$ cat config.mk
export PLATFORM = sky130hd
export DESIGN_NAME = crtc_param
export DESIGN_NICKNAME = d
export VERILOG_FILES = /design/src/rtl/crtc_pkg.sv /design/src/rtl/crtc_lpen_sync.sv /design/src/rtl/crtc_param.sv
export SDC_FILE = /design/constraint.sdc
export NUM_CORES = 1
export LEC_CHECK = 0
export BUFFER_PORTS_ARGS = -buffer_cell sky130_fd_sc_hd__buf_2
export CAP_MARGIN = 20
export CORE_MARGIN = 2
export CORE_UTILIZATION = 25
export DETAILED_ROUTE_END_ITERATION = 6
export PLACE_DENSITY_LB_ADDON = 0.25
export SYNTH_ARGS = -nofsm -noshare
export SYNTH_HDL_FRONTEND = slang
export SYNTH_SLANG_ARGS = --single-unit
$ cat constraint.sdc
create_clock -name clk -period 8 [get_ports clk]
set_input_delay 1.2 -clock clk [delete_from_list [all_inputs] [get_ports clk]]
set_output_delay 1.2 -clock clk [all_outputs]
set_load 0.01 [all_outputs]
$ cat src/rtl/crtc_pkg.sv
// Shared register map, cursor mode encoding and small helpers for the CRTC.
package crtc_pkg;

    // Register indices as seen through the host address register
    localparam logic [4:0] R_HTOTAL    = 5'd0;
    localparam logic [4:0] R_HDISP     = 5'd1;
    localparam logic [4:0] R_HSYNCPOS  = 5'd2;
    localparam logic [4:0] R_SYNCWIDTH = 5'd3;
    localparam logic [4:0] R_VTOTAL    = 5'd4;
    localparam logic [4:0] R_VTOTALADJ = 5'd5;
    localparam logic [4:0] R_VDISP     = 5'd6;
    localparam logic [4:0] R_VSYNCPOS  = 5'd7;
    localparam logic [4:0] R_INTERLACE = 5'd8;
    localparam logic [4:0] R_MAXSCAN   = 5'd9;
    localparam logic [4:0] R_CSTART    = 5'd10;
    localparam logic [4:0] R_CEND      = 5'd11;
    localparam logic [4:0] R_START_HI  = 5'd12;
    localparam logic [4:0] R_START_LO  = 5'd13;
    localparam logic [4:0] R_CURSOR_HI = 5'd14;
    localparam logic [4:0] R_CURSOR_LO = 5'd15;
    localparam logic [4:0] R_LPEN_HI   = 5'd16;
    localparam logic [4:0] R_LPEN_LO   = 5'd17;

    // Cursor mode held in R10[6:5]
    typedef enum logic [1:0] {
        CUR_STEADY  = 2'b00,
        CUR_OFF     = 2'b01,
        CUR_BLINK16 = 2'b10,
        CUR_BLINK32 = 2'b11
    } cur_mode_e;

    // Cursor visibility for the mode; b16/b32 are field-counter bits 3 and 4
    function automatic logic cursor_blink(input cur_mode_e mode, input logic b16, input logic b32);
        case (mode)
            CUR_STEADY:  return 1'b1;
            CUR_OFF:     return 1'b0;
            CUR_BLINK16: return b16;
            default:     return b32;
        endcase
    endfunction

    // Sync pulse width nibble: zero encodes the maximum of 16
    function automatic logic [4:0] sync_width(input logic [3:0] w);
        return (w == 4'd0) ? 5'd16 : {1'b0, w};
    endfunction

endpackage

$ cat src/rtl/crtc_lpen_sync.sv
// Two-flop synchroniser for the asynchronous light-pen strobe plus rising-edge detect.
module crtc_lpen_sync (
    input  logic clk,
    input  logic reset,
    input  logic lpen,
    output logic rise
);
    // [0] metastability flop, [1] synchronised level, [2] previous level
    logic [2:0] sync_q;

    // Shift the strobe through the synchroniser chain
    always_ff @(posedge clk or posedge reset) begin
        if (reset) sync_q <= '0;
        else       sync_q <= {sync_q[1:0], lpen};
    end

    assign rise = sync_q[1] & ~sync_q[2];
endmodule

$ cat src/rtl/crtc_param.sv
// 6845-style CRT controller: host register file, horizontal/vertical timing,
// refresh address generation, cursor and light-pen capture.
module crtc_param #(
    parameter int          MA_W       = 14,
    parameter int          RA_W       = 5,
    parameter logic [7:0]  H_TOTAL    = 8'd0,
    parameter logic [7:0]  H_DISP     = 8'd0,
    parameter logic [7:0]  H_SYNCPOS  = 8'd0,
    parameter logic [7:0]  SYNCWIDTH  = 8'd0,
    parameter logic [7:0]  V_TOTAL    = 8'd0,
    parameter logic [7:0]  V_TOTALADJ = 8'd0,
    parameter logic [7:0]  V_DISP     = 8'd0,
    parameter logic [7:0]  V_SYNCPOS  = 8'd0,
    parameter logic [7:0]  V_MAXSCAN  = 8'd0,
    parameter logic [7:0]  C_START    = 8'd0,
    parameter logic [7:0]  C_END      = 8'd0
) (
    input  logic            clk,
    input  logic            reset,
    input  logic            divclk,
    input  logic            cs,
    input  logic            a0,
    input  logic            write,
    input  logic            read,
    input  logic [7:0]      bus,
    output logic [7:0]      bus_out,
    input  logic            lock,
    input  logic            lpen,
    output logic            hsync,
    output logic            vsync,
    output logic            display_enable,
    output logic            cursor,
    output logic [MA_W-1:0] mem_addr,
    output logic [RA_W-1:0] row_addr,
    output logic            line_reset,
    output logic            frame_start
);
    import crtc_pkg::*;

    // Host-visible registers
    logic [4:0]      addr;
    logic [7:0]      r_htotal, r_hdisp, r_hsyncpos, r_syncwidth;
    logic [6:0]      r_vtotal, r_vdisp, r_vsyncpos, r_cstart;
    logic [RA_W-1:0] r_vadj, r_maxscan;
    logic [4:0]      r_cend;
    logic [5:0]      r_start_hi, r_cur_hi;
    logic [7:0]      r_start_lo, r_cur_lo;
    logic [13:0]     lpen_addr;

    // Timing state
    logic [7:0]      h_count;
    logic [6:0]      v_row;
    logic [4:0]      hs_rem, vs_rem;
    logic            hdisp, vdisp;
    logic [MA_W-1:0] row_base, start_lat;
    logic [4:0]      blink_cnt;

    logic [7:0]      h_next;
    logic [6:0]      v_next;
    logic [RA_W-1:0] row_end;
    logic            line_adv, row_change, frame_wrap, lpen_rise;
    logic [7:0]      rd_data;

    assign line_reset = (h_count == r_htotal);
    assign h_next     = h_count + 8'd1;
    assign v_next     = v_row + 7'd1;
    // The last row of a frame stretches by the vertical adjust
    assign row_end    = (v_row == r_vtotal) ? r_maxscan + r_vadj : r_maxscan;
    assign line_adv   = divclk & line_reset;
    assign row_change = line_adv & (row_addr == row_end);
    assign frame_wrap = row_change & (v_row == r_vtotal);

    // Host address/data register writes; lock protects the timing set R0-R9
    always_ff @(posedge clk or posedge reset) begin
        if (reset) begin
            addr        <= '0;
            r_htotal    <= H_TOTAL;
            r_hdisp     <= H_DISP;
            r_hsyncpos  <= H_SYNCPOS;
            r_syncwidth <= SYNCWIDTH;
            r_vtotal    <= V_TOTAL[6:0];
            r_vadj      <= RA_W'(V_TOTALADJ);
            r_vdisp     <= V_DISP[6:0];
            r_vsyncpos  <= V_SYNCPOS[6:0];
            r_maxscan   <= RA_W'(V_MAXSCAN);
            r_cstart    <= C_START[6:0];
            r_cend      <= C_END[4:0];
            r_start_hi  <= '0;
            r_start_lo  <= '0;
            r_cur_hi    <= '0;
            r_cur_lo    <= '0;
        end else if (cs && write) begin
            if (!a0) begin
                addr <= bus[4:0];
            end else begin
                case (addr)
                    R_HTOTAL:    if (!lock) r_htotal    <= bus;
                    R_HDISP:     if (!lock) r_hdisp     <= bus;
                    R_HSYNCPOS:  if (!lock) r_hsyncpos  <= bus;
                    R_SYNCWIDTH: if (!lock) r_syncwidth <= bus;
                    R_VTOTAL:    if (!lock) r_vtotal    <= bus[6:0];
                    R_VTOTALADJ: if (!lock) r_vadj      <= RA_W'(bus);
                    R_VDISP:     if (!lock) r_vdisp     <= bus[6:0];
                    R_VSYNCPOS:  if (!lock) r_vsyncpos  <= bus[6:0];
                    R_MAXSCAN:   if (!lock) r_maxscan   <= RA_W'(bus);
                    R_CSTART:    r_cstart   <= bus[6:0];
                    R_CEND:      r_cend     <= bus[4:0];
                    R_START_HI:  r_start_hi <= bus[5:0];
                    R_START_LO:  r_start_lo <= bus;
                    R_CURSOR_HI: r_cur_hi   <= bus[5:0];
                    R_CURSOR_LO: r_cur_lo   <= bus;
                    default: ;
                endcase
            end
        end
    end

    // Read mux: narrow registers zero-extend, write-only/unused slots read 0
    always_comb begin
        rd_data = 8'h00;
        case (addr)
            R_HTOTAL:    rd_data = r_htotal;
            R_HDISP:     rd_data = r_hdisp;
            R_HSYNCPOS:  rd_data = r_hsyncpos;
            R_SYNCWIDTH: rd_data = r_syncwidth;
            R_VTOTAL:    rd_data = {1'b0, r_vtotal};
            R_VTOTALADJ: rd_data = 8'(r_vadj);
            R_VDISP:     rd_data = {1'b0, r_vdisp};
            R_VSYNCPOS:  rd_data = {1'b0, r_vsyncpos};
            R_MAXSCAN:   rd_data = 8'(r_maxscan);
            R_CSTART:    rd_data = {1'b0, r_cstart};
            R_CEND:      rd_data = {3'b000, r_cend};
            R_START_HI:  rd_data = {2'b00, r_start_hi};
            R_START_LO:  rd_data = r_start_lo;
            R_CURSOR_HI: rd_data = {2'b00, r_cur_hi};
            R_CURSOR_LO: rd_data = r_cur_lo;
            R_LPEN_HI:   rd_data = {2'b00, lpen_addr[13:8]};
            R_LPEN_LO:   rd_data = lpen_addr[7:0];
            default:     rd_data = 8'h00;
        endcase
        bus_out = (cs && read) ? rd_data : 8'h00;
    end

    // Horizontal counter, display window and hsync pulse
    always_ff @(posedge clk or posedge reset) begin
        if (reset) begin
            h_count <= '0;
            hdisp   <= 1'b1;
            hsync   <= 1'b0;
            hs_rem  <= '0;
        end else if (divclk) begin
            h_count <= line_reset ? 8'd0 : h_next;
            if (line_reset)            hdisp <= 1'b1;
            else if (h_next == r_hdisp) hdisp <= 1'b0;
            if (h_next == r_hsyncpos) begin
                hsync  <= 1'b1;
                hs_rem <= sync_width(r_syncwidth[3:0]);
            end else if (hsync) begin
                if (hs_rem == 5'd1) hsync  <= 1'b0;
                else                hs_rem <= hs_rem - 5'd1;
            end
        end
    end

    // Scan-line/row counters, vertical window, vsync, refresh base and field count
    always_ff @(posedge clk or posedge reset) begin
        if (reset) begin
            row_addr    <= '0;
            v_row       <= '0;
            vdisp       <= 1'b1;
            vsync       <= 1'b0;
            vs_rem      <= '0;
            row_base    <= '0;
            start_lat   <= '0;
            blink_cnt   <= '0;
            frame_start <= 1'b0;
        end else begin
            frame_start <= frame_wrap;
            if (line_adv) begin
                if (frame_wrap) begin
                    row_addr <= '0;
                    v_row    <= '0;
                end else if (row_change) begin
                    row_addr <= '0;
                    v_row    <= v_next;
                end else begin
                    row_addr <= row_addr + RA_W'(1);
                end

                if (frame_wrap)                          vdisp <= 1'b1;
                else if (row_change && v_next == r_vdisp) vdisp <= 1'b0;

                if (row_change && v_next == r_vsyncpos) begin
                    vsync  <= 1'b1;
                    vs_rem <= sync_width(r_syncwidth[7:4]);
                end else if (vsync) begin
                    if (vs_rem == 5'd1) vsync  <= 1'b0;
                    else                vs_rem <= vs_rem - 5'd1;
                end

                // Start address is only sampled here so a new origin never tears
                if (frame_wrap) begin
                    row_base  <= '0;
                    start_lat <= MA_W'({r_start_hi, r_start_lo});
                    blink_cnt <= blink_cnt + 5'd1;
                end else if (row_addr == r_maxscan) begin
                    row_base  <= row_base + MA_W'(r_hdisp);
                end
            end
        end
    end

    assign mem_addr       = start_lat + row_base + MA_W'(h_count);
    assign display_enable = hdisp & vdisp;
    assign cursor = (mem_addr == MA_W'({r_cur_hi, r_cur_lo}))
                 && ({3'b000, r_cstart[4:0]} <= 8'(row_addr))
                 && (8'(row_addr) <= {3'b000, r_cend})
                 && display_enable
                 && cursor_blink(cur_mode_e'(r_cstart[6:5]), blink_cnt[3], blink_cnt[4]);

    crtc_lpen_sync u_lpen (
        .clk   (clk),
        .reset (reset),
        .lpen  (lpen),
        .rise  (lpen_rise)
    );

    // Capture the refresh address one clock after a synchronised pen edge
    always_ff @(posedge clk or posedge reset) begin
        if (reset)          lpen_addr <= '0;
        else if (lpen_rise) lpen_addr <= 14'(mem_addr);
    end
endmodule
* Word-level counts from Yosys, hierarchy flattened
Cells that the tools add are included.
** Operators by class
- Add/sub/neg operators :: 10
- Order comparisons :: 2
- Equality and inequality tests :: 31
- Muxes and demuxes :: 29
- Bitwise logic cells :: 8
- Reduce and logical (&&, ||, !) cells :: 41
** Operator list (count)
- $pmux W8 S17 :: 1
- $mux W5 :: 11
- $reduce_and A4 Y1 :: 9
- $eq A5 B4 Y1 const B :: 7
- $add A14 B8 Y14 :: 2
- $mux W14 :: 2
- $eq A8 B8 Y1 :: 3
- $reduce_and A3 Y1 :: 8
- $eq A7 B7 Y1 :: 3
- $eq A5 B3 Y1 const B :: 4
- $mux W8 :: 2
- $eq A5 B1 Y1 const B :: 3
- $add A14 B14 Y14 :: 1
- $eq A14 B14 Y1 :: 1
- $mux W7 :: 2
- $reduce_and A2 Y1 :: 6
- $reduce_bool A2 Y1 :: 6
- $add A5 B1 Y5 const B :: 2
- $eq A5 B2 Y1 const B :: 2
- $eq A5 B5 Y1 :: 2
- $eq A5 B5 Y1 const B :: 2
- $le A5 B5 Y1 :: 2
- $mux W1 :: 10
- $sub A5 B1 Y5 const B :: 2
- 13 further kinds :: 28
** Word-level totals
- Register bits after elaboration :: 193
- Bits of input ports :: 17
- Output and inout port bits :: 33
- Logic and storage cells :: 152

* Longest topological paths before layout
Gate-level depths: netlist (run 1).
- Depth after elaboration :: 7
- Mapped depth :: 15
- Gate-level depth less buffers :: 13

* Modules after synthesis
Synthesis (run 1) repeated with hierarchy kept, for this count alone.
** Second synthesis, totals
- Cell total of the unflattened synthesis :: 1049
- Area, all modules :: 11319.6 µm²
** Modules (own cells, without submodules)
- crtc_param :: times used 1, cells an instance 1044, area an instance 11227.0 µm², sequential area each 4757.1 µm²
- crtc_lpen_sync :: times used 1, cells an instance 5, area an instance 92.6 µm², sequential area each 75.1 µm²

* Worst setup path before layout (run 1)
OpenSTA, ideal clock, no wires.
- Path kind :: register to output
- From :: register h_count[1]
- To :: output port cursor
- Arrival :: 3.577 ns
- Required time :: 6.800 ns
- Setup slack :: 3.223 ns
- Stages on the path, launching flop included :: 13
- Path buffers :: 0
- Cell sequence :: dfrtp_1 -> inv_1 -> fa_1 -> inv_1 -> ha_1 -> fa_1 -> a211oi_1 -> o21bai_1 -> a2111o_1 -> a31oi_1 -> xnor2_1 -> xor2_1 -> nor4_1
** On the way
- Word-level cells in the longest chain between the ends :: 6
** Ends and longest elaborated chain
- start: declaration :: line crtc_param.sv:51 : logic [7:0] h_count;
- start signal: assignment :: line crtc_param.sv:152 : h_count <= line_reset ? 8'd0 : h_next;
- $add A14 B8 Y14 :: line crtc_param.sv:213 : assign mem_addr = start_lat + row_base + MA_W'(h_count);
- named net mem_addr[11] :: line crtc_param.sv:33 : output logic [MA_W-1:0] mem_addr,
- $eq A14 B14 Y1 :: line crtc_param.sv:215 : assign cursor = (mem_addr == MA_W'({r_cur_hi, r_cur_lo}))
- $logic_and A1 B1 Y1 :: line crtc_param.sv:216 : && ({3'b000, r_cstart[4:0]} <= 8'(row_addr))
- $logic_and A1 B1 Y1 :: line crtc_param.sv:217 : && (8'(row_addr) <= {3'b000, r_cend})
- $logic_and A1 B1 Y1 :: line crtc_param.sv:218 : && display_enable
- $logic_and A1 B1 Y1 :: line crtc_param.sv:219 : && cursor_blink(cur_mode_e'(r_cstart[6:5]), blink_cnt[3], blink_cnt[4]);
- end: declaration :: line crtc_param.sv:32 : output logic cursor,
The timed path passes the listed nets, and every way through them passes these cells.

* Final worst setup path (run 1)
- From :: register h_count[1]
- To :: output port cursor
** On the way
- Word-level cells in the longest chain between the ends :: 6
** Ends and longest elaborated chain (line)
- $add A14 B8 Y14 :: crtc_param.sv:213
- $eq A14 B14 Y1 :: crtc_param.sv:215
- $logic_and A1 B1 Y1 :: crtc_param.sv:216
- $logic_and A1 B1 Y1 :: crtc_param.sv:217
- $logic_and A1 B1 Y1 :: crtc_param.sv:218
- $logic_and A1 B1 Y1 :: crtc_param.sv:219
No other way between the ends.

==> results of run 1 <==
-- logic make-up after synthesis --
group / after synthesis / share of synthesized area
buf+inv: 82 / 0.0300
simple gates: 269 / 0.118
xor+xnor: 101 / 0.0814
compound gates: 210 / 0.133
fa+ha+maj: 58 / 0.0720
flops: 193 / 0.431
mux: 135 / 0.135
-- flip-flops by register name, summed over array words and instances, names as in the netlist, 7 cells and up --
| name | count |
|---|---|
| r_start_lo | 8 |
| v_row | 7 |
| row_base | 14 |
| lpen_addr | 14 |
| h_count | 8 |
| r_hdisp | 8 |
| r_syncwidth | 8 |
| r_vsyncpos | 7 |
| r_cur_lo | 8 |
| r_vdisp | 7 |
| r_cstart | 7 |
| r_htotal | 8 |
| start_lat | 14 |
| r_hsyncpos | 8 |
| r_vtotal | 7 |
-- synthesized netlist by cell type (all sizes together) (3+ instances only) --
| master | instances |
|---|---|
| nor2b | 8 |
| a32o | 4 |
| a22oi | 35 |
| a222oi | 7 |
| a21boi | 3 |
| xnor2 | 64 |
| a221oi | 9 |
| o31ai | 6 |
| nand3 | 34 |
| or3 | 8 |
| o21ai | 40 |
| a22o | 13 |
| nand4 | 17 |
| xor2 | 35 |
| o21a | 3 |
| inv | 43 |
| a31oi | 9 |
| buf | 7 |
| and3 | 9 |
| o211ai | 7 |
| nor2 | 60 |
| nand2 | 63 |
| and2 | 5 |
| dfrtp | 191 |
| a211oi | 3 |
| mux2 | 130 |
| o2bb2ai | 7 |
| fa | 11 |
| nand2b | 12 |
| o21bai | 5 |
| nor3 | 30 |
| o2111ai | 3 |
| o22ai | 4 |
| clkbuf | 32 |
| a21oi | 28 |
| nor4 | 14 |
| ha | 47 |
| a21o | 11 |
| mux2i | 5 |
-- layout by cell type (no fill, tap or decap), drive strengths merged, types with 40 or more instances in the layout --
cell   instances
buf           62
dfrtp        191
ha            47
inv           44
mux2         130
nand2         63
nor2          60
o21ai         40
xnor2         64
-- stage by stage --
step	total power, µW	instance area (µm²)	hold WS (ps)	cells	setup WS [ps]
final	3170	12700	350	1693	2390
after global routing	3370	12700	359	1693	1990
after CTS	3200	12700	353	1692	2340
after detailed placement	2320	12100	337	1662	2820
after global placement	2310	12100	334	1660	2870
after floorplan	1950	11200	331	1048	1550
-- per-layer routing --
layer	up-vias	GRT usage
met5	-	0
li1	3939	-
met2	217	0.243
met3	49	0.0268
met4	0	0.0598
met1	4300	0.221
-- report_power, final --
group / total [µW] / switching (µW) / leakage (µW) / internal (µW)
Sequential: 1390 / 256 / 0.00253 / 1130
Combinational: 911 / 522 / 0.00297 / 389
Clock: 872 / 386 / 0.000285 / 486
Total: 3170 / 1160 / 0.00578 / 2010
-- layout make-up --
type	instances	area (µm²)	area share
clock buffer	23	478	0.0375
clock inverter	7	103	0.00805
inverter	43	169	0.0133
multi-input combinational	773	6060	0.476
sequential	193	4830	0.379
tap	592	741	0.0581
timing repair buffer	62	358	0.0281
-- path summary, 6_finish.rpt --
path	from	endpoint	slack [ps]	cells after the start
worst max-delay path	h_count[1]	cursor	2390	13
worst min-delay path	u_lpen.sync_q[0]	u_lpen.sync_q[1]	350	0
worst max register to register	h_count[0]	row_base[1]	3930	10
worst min register to register	u_lpen.sync_q[0]	u_lpen.sync_q[1]	350	0
max in group asynchronous	reset	r_hdisp[5]	6190	3
min in group asynchronous	reset	row_base[9]	730	2
==> impl_results.md, run 1 <==
- Post-Syn Nets: 1123
- CP Launch Type: flop
- # rows: 77
- Critical Path Fanout Max: 5
- Setup-failing EPs final: 0
- Worst Path Buf+Inv: 3
- Post-synth cell types: slightly below 70
- I/O pin cnt: 50
- CP max-delay cell: fa_1
- Nets@finish: 1165
- GPL Wtd Cong: slightly below 0.9
- Final Hold Fails: 0
- Final Max Slew Viols: 0
- CP delay by family, top: compound AO/OA/AOI/OAI gates
- Vias in the first global route: ~8400
- Synth top area share: 0.426
- Seq/Total Area, Yosys: 0.431
- RSZ-0062 raised after global routing: false
- First-pass GRT wire length: between 50000 and 60000 µm
- Die ar.: 46600 µm²
- Slew HR: 0.363
- Tcrit/Tclk final: 0.701
- GR Overflow Total: 0
- Max VDD drop: between 100 and 150 µV
- Top FF cell, synth: dfrtp_1
- Drt pass-1 iters: 6
- Largest area contributor in the netlist: dfrtp_1
- Input/output buffers: 49
- Post-layout util: 0.288
- DIE WIDTH: 216 µm
- Post-CTS resize count: 0
- Maximum clock rate: ~180 MHz
- Area Overhead vs Synth: 13.5%
- Worst EP required: approximately 6800 ps
- Syn Area/Cell: about 11 µm²
- Metal2 WL: about 16000 µm
- Routed vias: between 8000 and 9000
- Root Driver: clkbuf_16
- Crit path DAT: 4410 ps
- Critical path endpoint category: output pin
- Die span in y: roughly 220 µm
- P per Cell Area: ~250 nW/µm²
- Top post-synthesis cells by area: dfrtp_1 (43%), mux2_2 (13%), ha_1 (5.2%)
- Clock sink count: roughly 190
- Async SR Flop Fraction: 1.00
- Reg clk slew, reported paths: approximately 60 ps
- Synthesis Warnings: 0
- N_diodes: 0
- Total Neg Setup Slack: 0 ps
- Largest net degree at the start of global routing: 140
- Hold Path Class: reg2reg
- DRC: 0
- CP Cell Sequence: inv_1 > fa_1 > inv_1 > ha_1 > fa_1 > a211oi_1 > o21bai_1 > a2111o_1 > a31oi_1 > xnor2_1 > xor2_1 > nor4_1 > buf_2
- Clock latency on the worst-skew pair: ~440 ps
- Post-route ant nets: 0
- Lkg Pwr: between 0.005 and 0.006 µW
- EDFF count, synth: 0
- Clock buffer count from CTS: 17
- Core area: 44200 µm²
- Layout Skew: 13.2 ps
- DPL Wire Length: between 20000 and 30000 µm
- Initial Util: 0.254
- CTS tree: yes
- DR WL/cell: between 20 and 25 µm
- Slowest stage delay, CP: 540 ps
- Post-CTS setup buffers: 0
- Aggregate global-route resource usage: 0.158
- Detailed router's first-iteration violation count: between 600 and 700
- Post-Syn Area: 11200 µm²
- Initial antenna violation count: 0
- Clock tree buffer depth: 2
- Fillers: 4556
- H-tree levels: 4
- Status: finished clean
- Detailed Route WL: approximately 36000 µm
- Worst slew pin tran: between 900 and 1000 ps
- Synth Register Bits: between 150 and 200
- Via-to-Cell Ratio: about 5.0
- Routed wl met3: 1520 µm
- Hold Buf Count CTS: 0
- Post-Route M1 WL: ~17000 µm
- Synth Instances: 1048
- Setup CP Type: reg2out
- Highest routed layer: met4
- Tmin final: ~5600 ps
- Share of layout cells above drive strength 1: 0.207
- Maxcap violations: 0
Power figures use the tool's default switching activity.
==> inputs of run 2 (changes only) <==
clock period = 4.6 ns   (was 8 ns; I/O delays follow)
==> run 2 against run 1 <==
  * The flow now finishes with violations (negative setup slack)
  * Global-route usage is 0.13 points higher
  * Sequential power grew 72%
  * Clock power grew 71%
  * Critical path depth stayed put
  * Flip-flop and latch count did not move
  * Setup slack worse by 2400 ps
  * Via count increased by 0.44%
  * Critical endpoint unchanged
  * Largest cell class unchanged
==> impl_results.md, run 2 (synthesis results as in run 1) <==
- Initial antenna violation count: 0 (unchanged)
- Reg2reg setup slack: 930 ps (-3000 ps)
- Hold Path Class: reg2reg
- Die span in y: 216 µm (unchanged)
- Leading cell types in the layout, fill and taps excluded: dfrtp_1 (191), mux2_2 (130), nand2_1 (62), xnor2_1 (62), nor2_1 (59)
- WHS Path Cells: 0 (unchanged)
- FF-to-FF path depth: 13 (+3)
- Nets@finish: 1186 (+1.8%)
- Crit path DAT: 3930 ps (-480 ps)
- Critical R2R Launch: h_count[1]
- Critical path endpoint category: output pin
- Post-route ant nets: 0 (unchanged)
- Core area: 44200 µm² (unchanged)
- Hold Buf Count CTS: 0 (unchanged)
- CTS tree: yes
- Setup-failing EPs final: 1 (+1)
- Routed vias: 8542 (+0.44%)
- Via-to-Cell Ratio: 4.97 (-0.97%)
- Max VDD drop: 301 µV (+120%)
- Tcrit/Tclk final: 1.00
- Input/output buffers: 49 (unchanged)
- Status: finished, violations left
- Initial Util: 0.254 (unchanged)
- DRC: 0 (unchanged)
- Maximum clock rate: between 200 and 250 MHz
- I/O pin cnt: 50 (unchanged)
- Vias in the first global route: 8392 (-0.24%)
- Failing checks: negative setup slack
- Worst EP required: 3910 ps (-2890 ps)
- DIE WIDTH: 216 µm (unchanged)
- Most common cell after layout, fill and taps aside: dfrtp_1
- Drt pass-1 iters: 5 (-1)
- # rows: 77 (unchanged)
- Largest net degree at the start of global routing: 153 (+9.3%)
- Final setup margin: -22.0 ps (-2420 ps)
- Final Hold Fails: 0 (unchanged)
- DPL Wire Length: 27700 µm (+0.50%)
- Clock buffer count from CTS: 17 (unchanged)
- P per Cell Area: 430 nW/µm² (+73%)
- R2R Path End: row_base[0]
- Worst hold path startpoint: u_lpen.sync_q[0]
- Pwr Total: 5590 µW (+76%)
- Root Driver: clkbuf_16
- Tmin final: ~4600 ps
- Setup CP Type: reg2out
- Layout Skew: 17.2 ps (+4.01 ps)
- Worst slew pin tran: 1080 ps (+127 ps)
- Lkg Pwr: 0.00589 µW (+1.9%)
- DR WL/cell: 21.3 µm (-0.35%)
- Detailed Route WL: 36500 µm (+1.1%)
- GR Overflow Total: 0 (unchanged)
- Critical Path Fanout Max: 3 (-2)
- Reg clk slew, reported paths: 70 ps (about the same)
- Detailed router's first-iteration violation count: 672 (+0.60%)
- Clock sink count: 193 (unchanged)
- GPL Wtd Cong: 0.859 (-1.6%)
- CP Launch Type: flop
- Maxcap violations: 0 (unchanged)
- Largest registers: lpen_addr x14, row_base x14, start_lat x14
- Aggregate global-route resource usage: 0.159 (+0.00130)
- Hold Path End: u_lpen.sync_q[1]
- Area Overhead vs Synth: 15.6%
- Die ar.: 46600 µm² (unchanged)
- Final Max Slew Viols: 0 (unchanged)
- RSZ-0062 raised after global routing: true
- Share of layout cells above drive strength 1: 0.240 (+0.0331)
- Clock latency on the worst-skew pair: 450 ps (about the same)
- Setup crit start: h_count[1]
- Placement Cell Area: 12300 µm² (+1.3%)
- Clock tree buffer depth: 2 (unchanged)
- Design area: 13000 µm² (+1.9%)
- Slew HR: 0.278 (-0.0853)
- Fillers: 4578 (+0.48%)
- First-pass GRT wire length: 55500 µm (+0.59%)
- H-tree levels: 4 (unchanged)
run 2: cell types whose count changed in the layout (fill, tap and decap cells not counted), sizes merged:
cell	change
buf	+21
bufinv	-1
clkbuf	-2
clkinv	-1
clkinvlp	+4
diode	+1
inv	+2
run 2: final cells by class:
type | instances | area [µm²] | share of cell area
Antenna cell | 1 | 2.50 | 0.000193
Clock buffer | 21 | 460 | 0.0355
Clock inverter | 11 | 103 | 0.00791
Inverter | 43 | 165 | 0.0127
Multi-Input combinational cell | 773 | 6150 | 0.474
Sequential cell | 193 | 4830 | 0.372
Tap cell | 592 | 741 | 0.0571
Timing Repair Buffer | 83 | 523 | 0.0403
run 2: how the worst max path moves through the flow:
stage	to	slack (ps)	cells past startpoint
after detailed placement	cursor	10	13
final	cursor	-20	13
after global routing	cursor	-180	15
after floorplan	cursor	330	12
after CTS	cursor	-2	13
after global placement	cursor	50	13
run 2: repair_timing:
| item | 4_1_cts | 5_1_grt |
|---|---|---|
| setup buffers | 4 | 1 |
| pin swaps | 7 | 5 |
| gates resized for setup | 11 | 7 |
| setup endpoints to repair | 3 | 1 |
run 2: critical path, cell delays in order (launching register included):
cell,delay [ps]
dfrtp_1,370
inv_2,50
fa_1,530
inv_1,40
ha_2,190
fa_2,410
a211oi_2,240
o21bai_1,140
a2111o_1,500
a31oi_4,210
xnor2_2,110
xor2_1,160
nor4_2,340
buf_2,190
run 2: through the flow:
step	cells	hold slack [ps]	setup slack, ps	utilization	TNS [ps]
final	1717	347	-22.0	0.293	-22.0
after global routing	1716	343	-182	0.293	-182
after CTS	1715	335	-1.57	0.292	-1.57
after detailed placement	1679	336	14.1	0.278	0
after global placement	1678	336	48.4	0.278	0
after floorplan	1048	331	333	-	0
run 2: power by group:
group	internal (µW)	switching, µW	total [µW]	leakage (µW)
Clock	781	707	1490	0.000271
Sequential	1970	416	2390	0.00253
Combinational	750	961	1710	0.00309
Total	3500	2080	5590	0.00589
run 2: metal layers:
metal / routed length [µm] / part of all wire / track usage / vias up
met3: 1400 / 0.038 / 0.0235 / 34
met2: 16500 / 0.45 / 0.248 / 195
met4: 923 / 0.025 / 0.0533 / 0
li1: - / - / - / 3964
met5: 0 / 0 / 0 / -
met1: 17700 / 0.48 / 0.226 / 4349
